==> src/rtl/lsu_store_merge.sv <==
// Load/store unit in front of a word-only data memory. Byte and half stores
// are done as read-modify-write; sub-word loads are extracted and extended.
// Misaligned accesses and illegal sizes return an error and touch no memory.
// Ports: clk, rst_n (sync, active-low); req_* request channel (valid/ready);
//   resp_* response channel (valid/ready); mem_* synchronous memory port
//   (read data one cycle after address).
// Optional: define LSU_PERF_CNT_EN to add saturating counters cnt_load,
//   cnt_store, cnt_rmw and cnt_err. cnt_store counts all successful stores,
//   cnt_rmw counts only the sub-word ones.
module lsu_store_merge #(
  parameter int AWIDTH = 8,
  parameter int DWIDTH = 32
) (
  input  logic                  clk,
  input  logic                  rst_n,
  input  logic                  req_valid,
  output logic                  req_ready,
  input  logic                  req_we,
  input  logic [1:0]            req_size,
  input  logic                  req_unsigned,
  input  logic [AWIDTH-1:0]     req_addr,
  input  logic [DWIDTH-1:0]     req_wdata,
  output logic                  resp_valid,
  input  logic                  resp_ready,
  output logic [DWIDTH-1:0]     resp_rdata,
  output logic                  resp_err,
  output logic [AWIDTH-1:0]     mem_addr,
  output logic                  mem_wen,
  output logic [DWIDTH-1:0]     mem_wdata,
  output logic [DWIDTH/8-1:0]   mem_wdata_mask,
  input  logic [DWIDTH-1:0]     mem_rdata
`ifdef LSU_PERF_CNT_EN
  ,
  output logic [31:0]           cnt_load,
  output logic [31:0]           cnt_store,
  output logic [31:0]           cnt_rmw,
  output logic [31:0]           cnt_err
`endif
);

  if (DWIDTH != 32) begin : g_bad_dwidth
    $error("lsu_store_merge: only DWIDTH=32 is supported");
  end

  typedef enum logic [2:0] {
    S_IDLE,
    S_READ,
    S_MODIFY,
    S_WRITE,
    S_RESP
  } state_t;

  state_t              state_q, state_d;
  logic                req_ready_q, req_ready_d;
  logic                resp_valid_q, resp_valid_d;
  logic [DWIDTH-1:0]   rdata_q, rdata_d;
  logic                err_q, err_d;
  logic [AWIDTH-1:0]   maddr_q, maddr_d;
  logic                wen_q, wen_d;
  logic [DWIDTH-1:0]   wdata_q, wdata_d;
  logic [3:0]          mask_q, mask_d;

  logic                we_q, we_d;
  logic [1:0]          size_q, size_d;
  logic                uns_q, uns_d;
  logic [1:0]          off_q, off_d;
  logic [DWIDTH-1:0]   sdata_q, sdata_d;

  logic                err_in;
  logic [7:0]          lane_b;
  logic [15:0]         lane_h;
  logic [DWIDTH-1:0]   merged;
  logic [DWIDTH-1:0]   ext;

  always_comb begin
    err_in = (req_size == 2'd3)
           | ((req_size == 2'd1) & req_addr[0])
           | ((req_size == 2'd2) & (|req_addr[1:0]));

    lane_b = mem_rdata[{off_q, 3'b000} +: 8];
    lane_h = mem_rdata[{off_q[1], 4'b0000} +: 16];

    merged = mem_rdata;
    if (size_q == 2'd0) begin
      merged[{off_q, 3'b000} +: 8] = sdata_q[7:0];
    end else begin
      merged[{off_q[1], 4'b0000} +: 16] = sdata_q[15:0];
    end

    unique case (size_q)
      2'd0:    ext = {{24{lane_b[7] & ~uns_q}}, lane_b};
      2'd1:    ext = {{16{lane_h[15] & ~uns_q}}, lane_h};
      default: ext = mem_rdata;
    endcase
  end

  always_comb begin
    state_d      = state_q;
    req_ready_d  = req_ready_q;
    resp_valid_d = resp_valid_q;
    rdata_d      = rdata_q;
    err_d        = err_q;
    maddr_d      = maddr_q;
    wdata_d      = wdata_q;
    wen_d        = 1'b0;
    mask_d       = 4'h0;
    we_d         = we_q;
    size_d       = size_q;
    uns_d        = uns_q;
    off_d        = off_q;
    sdata_d      = sdata_q;

    unique case (state_q)
      S_IDLE: begin
        if (req_valid) begin
          we_d        = req_we;
          size_d      = req_size;
          uns_d       = req_unsigned;
          off_d       = req_addr[1:0];
          sdata_d     = req_wdata;
          req_ready_d = 1'b0;
          rdata_d     = '0;
          err_d       = 1'b0;
          if (err_in) begin
            state_d      = S_RESP;
            resp_valid_d = 1'b1;
            err_d        = 1'b1;
          end else if (req_we && req_size == 2'd2) begin
            // Full aligned word: no need to read first.
            state_d = S_WRITE;
            maddr_d = {req_addr[AWIDTH-1:2], 2'b00};
            wen_d   = 1'b1;
            mask_d  = 4'hF;
            wdata_d = req_wdata;
          end else begin
            state_d = S_READ;
            maddr_d = {req_addr[AWIDTH-1:2], 2'b00};
          end
        end
      end
      S_READ: begin
        state_d = S_MODIFY;
      end
      S_MODIFY: begin
        if (we_q) begin
          state_d = S_WRITE;
          wen_d   = 1'b1;
          mask_d  = 4'hF;
          wdata_d = merged;
        end else begin
          state_d      = S_RESP;
          resp_valid_d = 1'b1;
          rdata_d      = ext;
        end
      end
      S_WRITE: begin
        state_d      = S_RESP;
        resp_valid_d = 1'b1;
      end
      S_RESP: begin
        if (resp_ready) begin
          state_d      = S_IDLE;
          resp_valid_d = 1'b0;
          req_ready_d  = 1'b1;
        end
      end
      default: begin
        state_d      = S_IDLE;
        req_ready_d  = 1'b1;
        resp_valid_d = 1'b0;
      end
    endcase
  end

  always_ff @(posedge clk) begin
    if (!rst_n) begin
      state_q      <= S_IDLE;
      req_ready_q  <= 1'b1;
      resp_valid_q <= 1'b0;
      rdata_q      <= '0;
      err_q        <= 1'b0;
      maddr_q      <= '0;
      wen_q        <= 1'b0;
      wdata_q      <= '0;
      mask_q       <= 4'h0;
      we_q         <= 1'b0;
      size_q       <= 2'd0;
      uns_q        <= 1'b0;
      off_q        <= 2'd0;
      sdata_q      <= '0;
    end else begin
      state_q      <= state_d;
      req_ready_q  <= req_ready_d;
      resp_valid_q <= resp_valid_d;
      rdata_q      <= rdata_d;
      err_q        <= err_d;
      maddr_q      <= maddr_d;
      wen_q        <= wen_d;
      wdata_q      <= wdata_d;
      mask_q       <= mask_d;
      we_q         <= we_d;
      size_q       <= size_d;
      uns_q        <= uns_d;
      off_q        <= off_d;
      sdata_q      <= sdata_d;
    end
  end

  assign req_ready      = req_ready_q;
  assign resp_valid     = resp_valid_q;
  assign resp_rdata     = rdata_q;
  assign resp_err       = err_q;
  assign mem_addr       = maddr_q;
  assign mem_wdata      = wdata_q;
  // Gate with reset so no write can slip out while rst_n is low.
  assign mem_wen        = wen_q & rst_n;
  assign mem_wdata_mask = mask_q & {4{rst_n}};

`ifdef LSU_PERF_CNT_EN
  logic [31:0] cnt_load_q, cnt_load_d;
  logic [31:0] cnt_store_q, cnt_store_d;
  logic [31:0] cnt_rmw_q, cnt_rmw_d;
  logic [31:0] cnt_err_q, cnt_err_d;
  logic        to_resp;

  always_comb begin
    cnt_load_d  = cnt_load_q;
    cnt_store_d = cnt_store_q;
    cnt_rmw_d   = cnt_rmw_q;
    cnt_err_d   = cnt_err_q;
    to_resp     = (state_d == S_RESP) && (state_q != S_RESP);
    if (to_resp) begin
      if (state_q == S_IDLE) begin
        if (cnt_err_d != '1) cnt_err_d = cnt_err_q + 32'd1;
      end else if (state_q == S_MODIFY) begin
        if (cnt_load_d != '1) cnt_load_d = cnt_load_q + 32'd1;
      end else begin
        if (cnt_store_d != '1) cnt_store_d = cnt_store_q + 32'd1;
        if (size_q != 2'd2 && cnt_rmw_d != '1) cnt_rmw_d = cnt_rmw_q + 32'd1;
      end
    end
  end

  always_ff @(posedge clk) begin
    if (!rst_n) begin
      cnt_load_q  <= '0;
      cnt_store_q <= '0;
      cnt_rmw_q   <= '0;
      cnt_err_q   <= '0;
    end else begin
      cnt_load_q  <= cnt_load_d;
      cnt_store_q <= cnt_store_d;
      cnt_rmw_q   <= cnt_rmw_d;
      cnt_err_q   <= cnt_err_d;
    end
  end

  assign cnt_load  = cnt_load_q;
  assign cnt_store = cnt_store_q;
  assign cnt_rmw   = cnt_rmw_q;
  assign cnt_err   = cnt_err_q;
`endif

endmodule

==> config.mk <==
export PLATFORM = sky130hd
export DESIGN_NAME = lsu_store_merge
export DESIGN_NICKNAME = d
export VERILOG_FILES = /design/src/rtl/lsu_store_merge.sv
export SDC_FILE = /design/constraint.sdc
export NUM_CORES = 1
export LEC_CHECK = 0
export ABC_AREA = 1
export BUFFER_PORTS_ARGS = -buffer_cell sky130_fd_sc_hd__buf_2
export CORE_MARGIN = 5
export CORE_UTILIZATION = 35
export CTS_CLUSTER_DIAMETER = 200
export DETAILED_ROUTE_END_ITERATION = 8
export SYNTH_ARGS = -nofsm -noshare
export SYNTH_HDL_FRONTEND = slang
export SYNTH_SLANG_ARGS = --single-unit
==> constraint.sdc <==
create_clock -name clk -period 2.8 [get_ports clk]
set_input_delay 0.14 -clock clk [delete_from_list [all_inputs] [get_ports clk]]
set_output_delay 0.14 -clock clk [all_outputs]
set_load 0.005 [all_outputs]
; Yosys cells after proc, flatten, opt, wreduce, memory -nomap -nowiden
; Index checks and enable logic that the tools add are counted.
; W data, S select, Z words.
[classes]
eq_ne = 15
bitwise = 12
n_shift = 6
n_reduce_logical = 13
add_sub_neg = 2
muxes = 37
[ops]
columns = cell, n
row1 = $mux W32, 7
row2 = $pmux W32 S2, 3
row3 = $bwmux W32, 2
row4 = $shift A16 B7 Y32 const A, 1
row5 = $shift A8 B7 Y32 const A, 1
row6 = $shiftx A16 B7 Y32, 1
row7 = $shiftx A32 B6 Y16, 1
row8 = $shiftx A32 B6 Y8, 1
row9 = $shiftx A8 B7 Y32, 1
row10 = $mux W4, 4
row11 = $pmux W3 S5, 1
row12 = $ne A2 B2 Y1 const B, 7
row13 = $neg A5 Y7, 2
row14 = $mux W3, 4
row15 = $mux W1, 11
row16 = $reduce_and A5 Y1, 2
row17 = $reduce_and A3 Y1, 3
row18 = $pmux W4 S2, 1
row19 = $eq A3 B2 Y1 const B, 2
row20 = $and A1 B1 Y1, 5
row21 = $pmux W1 S5, 1
row22 = $and A4 B4 Y4, 1
row23 = $eq A2 B1 Y1 const B, 2
row24 = $eq A2 B2 Y1 const B, 2
row25 = other kinds (14), 19
[word_totals]
inputBits = 80
output_inout_bits = 80
elab_cells = 99
ff_bits = 103

; Logic depth before layout (Yosys ltp)
[logic_depth]
depth_word = 7
ltp_mapped = 12
depth_no_buf = 10

; Worst setup path after synthesis
; Ideal clock, no wire load.
[synth_timing]
path_kind = register to register
startpoint = register off_q[1]
endpoint = register wdata_q[10] (netlist: mem_wdata[10])
synth_period_minus_slack_ns = 1.967
setup_ns = 0.064
setup_slack_ns = 0.833
n_path_buf = 3
stages_incl_launch_ff = 13
arrival_ns = 1.904
t_required_ns = 2.736
cell_sequence = dfxtp_1 -> buf_2 -> inv_2 -> clkbuf_1 -> ha_1 -> inv_1 -> clkbuf_1 -> nand3_1 -> o21ai_0 -> nand3_1 -> nand2_1 -> nor2_1 -> nor2_1
[synth_between]
elab_chain_cells = 6
elab_cells_between_ends = 11
classes_between = add/sub: 2 / shift: 4 / mux: 5
[synth_rtl]
columns = element, line
row1 = from (decl), 66  ; logic [1:0] off_q, off_d;
row2 = from (signal assigned), 189  ; off_q <= 2'd0;
row3 = from (signal assigned), 204  ; off_q <= off_d;
row4 = $neg A5 Y7 (on tied branches), "87, 85"
row5 = "$shiftx A16 B7 Y32, or another cell as far along", 87  ; merged[{off_q[1], 4'b0000} +: 16] = sdata_q[15:0];
row6 = $bwmux W32 (on tied branches), "87, 85"
row7 = $mux W32 *, 84  ; if (size_q == 2'd0) begin
row8 = $mux W32 *, 145  ; if (we_q) begin
row9 = $pmux W32 S2 *, 113  ; unique case (state_q)
row10 = to (signal assigned), 199  ; wdata_q <= wdata_d;
row11 = to (decl), 60  ; logic [DWIDTH-1:0] wdata_q, wdata_d;
; Mark *: on every way between the ends. The rest lies on a longest branch, timed or not. The select of a mux whose other input is x is not followed.
; A chain may end at the register's enable or synchronous reset.

; Final worst setup path
[layout_timing]
startpoint = register off_q[1]
endpoint = register wdata_q[20] (netlist: mem_wdata[20])
; The elaborated chain is that of the path after synthesis.

==> results.tsv <==
metric	value	unit
FF-to-FF setup slack	780	ps
Core Util, Final	42.9	%
Reg2Reg Depth	9	
clock sinks	99	
Final Slew Violations	0	
fin crit period	2020	ps
outcome	complete, no violations	
Initial Utilization	35.9	%
Hold Path Stages	3	
crit-path cells	inv_2, ha_1, inv_1, nand4_1, o21ai_0, nand2_1, nand2_1, nor2_1, nor2_1	
clock latency on the worst-skew pair	360	ps
number of global-route vias before repair	5941	
hold_sp	req_addr[6]	
slowest stage delay, CP	370	ps
Final setup viols	0	
worst hold margin	30.8	ps
routed vias/inst	4.90	
DP HPWL	15500	um
Hold Path Class	input pin to flop	
post-route ant nets	0	
share of the cycle needed by the critical path after routing	72.1	%
Distinct cells, synth	27	
Crit-path slowest cell	nand4_1	
Final Hold Viols	0	
Clock transition at path regs	80	ps
H-tree Lvls	3	
Core Area	0.0166	mm2
final wirelength	20900	um
Clock Skew	8.46	ps
wire per inst	15.8	um
worst path arrival time	2320	ps
r2r endpoint	mem_wdata[20]	
Via Count	6496	
worst slew pin tran	688	ps
Synth Cell Area	0.00598	mm2
PwrDens	599	mW/mm2
P_leak	3.54	nW
CTS max path bufs	2	
Yosys reg bits	99	
router iterations before antenna repair	5	
Crit Path Max Fanout	16	
worst vdd ir	340	uV
# rows	47	
first-pass GRT wire length	32800	um
routability congestion estimate	0.926	
Avg Cell Area, Syn	6.09	um2
Worst setup SP type	flop	
initial antenna violation count	2	
critical path type	flop to flop	
Post CTS Setup Buffer Count	0	
Cells after Synth	982	
layout cells sized above 1	21.0	%
WP data required	3100	ps
Slew HR	54.1	%
# nets final	1185	
Layout area overhead	19.5	%
fmax	495	MHz
Post-route DRC	0	
pin count of the biggest net entering global routing	50	
IO Port Bufs	157	
reg-to-reg critical path startpoint	off_q[1]	
RSZ-0062 raised after global routing	false	
Die X-Extent	141	um
Fin Setup TNS	0	ps
cells resized by post-CTS repair	0	
GRT Util Overall	20.7	%
grt total ovfl	0	
CTS Buf Count	9	
CTS tree	yes	
CP Capture Type	flop	
CTS root buf	clkbuf_16	
IO Count	160	
Worst Hold Path EP	mem_addr[6]	
CTS hold repair buffers	0	
Die Y	141	um
Max-cap violations	0	
die area	0.0198	mm2
post-synthesis sequential area ratio	33.2	%
YS warnings	0	
Iter 0 DRT Violations	628	
## report_power, final
group,internal [mW],switching [mW],leakage (nW)
clock network,0.699,0.615,0.142
registers,1.54,0.0937,0.808
logic,0.450,0.879,2.59
## cell usage in the layout (no fill, tap or decap)
master      instances
nand2_1           291
buf_2             157
nor2_1            107
a21oi_1           105
dfxtp_1            98
inv_1              94
o21ai_0            70
nand3_1            65
o211ai_1           30
nand2_2            26
buf_4              14
clkbuf_16           9
inv_2               7
ha_1                5
or2_2               3
nor2_4              2
nor3_1              2
a31oi_1             2
conb_1              2
clkinvlp_4          2
clkinv_4            2
diode_2             1
nand3_2             1
nor2_2              1
nand2_4             1
a31o_2              1
nor3b_1             1
o211ai_4            1
nand4_1             1
inv_6               1
bufinv_16           1
clkinv_2            1
dfxtp_2             1
buf_12              1
## per-stage QoR
| step | instances | instance area (um2) | total power, mW | setup slack (ps) |
|---|---|---|---|---|
| 2_1_floorplan | 983 | 5980 | 2.59 | 833 |
| 5_1_grt | 1326 | 7140 | 4.56 | 548 |
| 3_3_place_gp | 1309 | 6840 | 2.98 | 855 |
| 3_5_place_dp | 1309 | 6840 | 2.98 | 821 |
| 6_report | 1326 | 7140 | 4.28 | 781 |
| 4_1_cts | 1325 | 7140 | 4.30 | 803 |
## Yosys cell counts
library cell / count / share of area [%]
nand2_1: 292 / 18
nor2_1: 107 / 6.7
a21oi_1: 105 / 8.8
dfxtp_1: 99 / 33
inv_1: 94 / 5.9
o21ai_0: 70 / 5.9
nand3_1: 65 / 5.4
clkbuf_1: 31 / 1.9
o211ai_1: 30 / 3.8
nand2_2: 25 / 2.6
buf_2: 21 / 1.8
buf_4: 10 / 1.3
inv_2: 7 / 0.44
ha_1: 5 / 1.0
buf_6: 4 / 0.75
or2_2: 3 / 0.31
a31oi_1: 2 / 0.21
nor2_4: 2 / 0.38
nor3_1: 2 / 0.17
a31o_2: 1 / 0.15
conb_1: 1 / 0.063
nand2_4: 1 / 0.19
nand3_2: 1 / 0.17
nand4_1: 1 / 0.10
nor2_2: 1 / 0.10
nor3b_1: 1 / 0.13
o211ai_2: 1 / 0.21
## registers in the layout (all words and copies together), names as in the netlist, 2 cells and up
name,flops
size_q,2
off_q,2
mem_addr,6
sdata_q,16
resp_rdata,32
state_q,3
mem_wdata,32
## worst max path at each step
stage	from	to	slack (ps)
2_1_floorplan	off_q[1]	mem_wdata[10]	830
3_3_place_gp	off_q[1]	mem_wdata[20]	850
3_5_place_dp	off_q[1]	mem_wdata[20]	820
4_1_cts	off_q[1]	mem_wdata[20]	800
5_1_grt	off_q[1]	mem_wdata[19]	550
6_report	off_q[1]	mem_wdata[20]	780
## per-layer routing
layer	wire length, um	global-route usage, %	vias up
met5	12	0	-
met4	498	6.88	2
met3	1460	4.30	33
met2	9420	31.8	230
met1	9550	29.0	2887
li1	-	-	3344
## kinds of logic (layout without fill, tap and decap cells)
kind of cell               after synthesis  in the layout  synth area share (%)
DFF                                     99             99                  33.2
adders and majority gates                5              5                  1.05
and+or+nand+nor                        501            501                  34.7
AOI/OAI and AO/OA                      209            209                  19.0
other                                    1              3                0.0628
buffers and inverters                  167            289                  12.1
## final cells by class
class                           instances  area (um2)
Antenna cell                            1        2.50
Tap cell                              220         275
Timing Repair Buffer                  172         911
Fill cell                            1865        9500
Sequential cell                        99        1980
Multi-Input combinational cell        717        3290
Inverter                              101         379
Clock inverter                          7        76.3
Clock buffer                            9         225
## critical path: cells and delay by family, from the launching register on
kind                       cells  cell delay, ps
AOI/OAI and AO/OA              1             290
adders and majority gates      1             230
buffers and inverters          2             400
DFF                            1             350
and+or+nand+nor                5             690
Power figures use the tool's default switching activity.
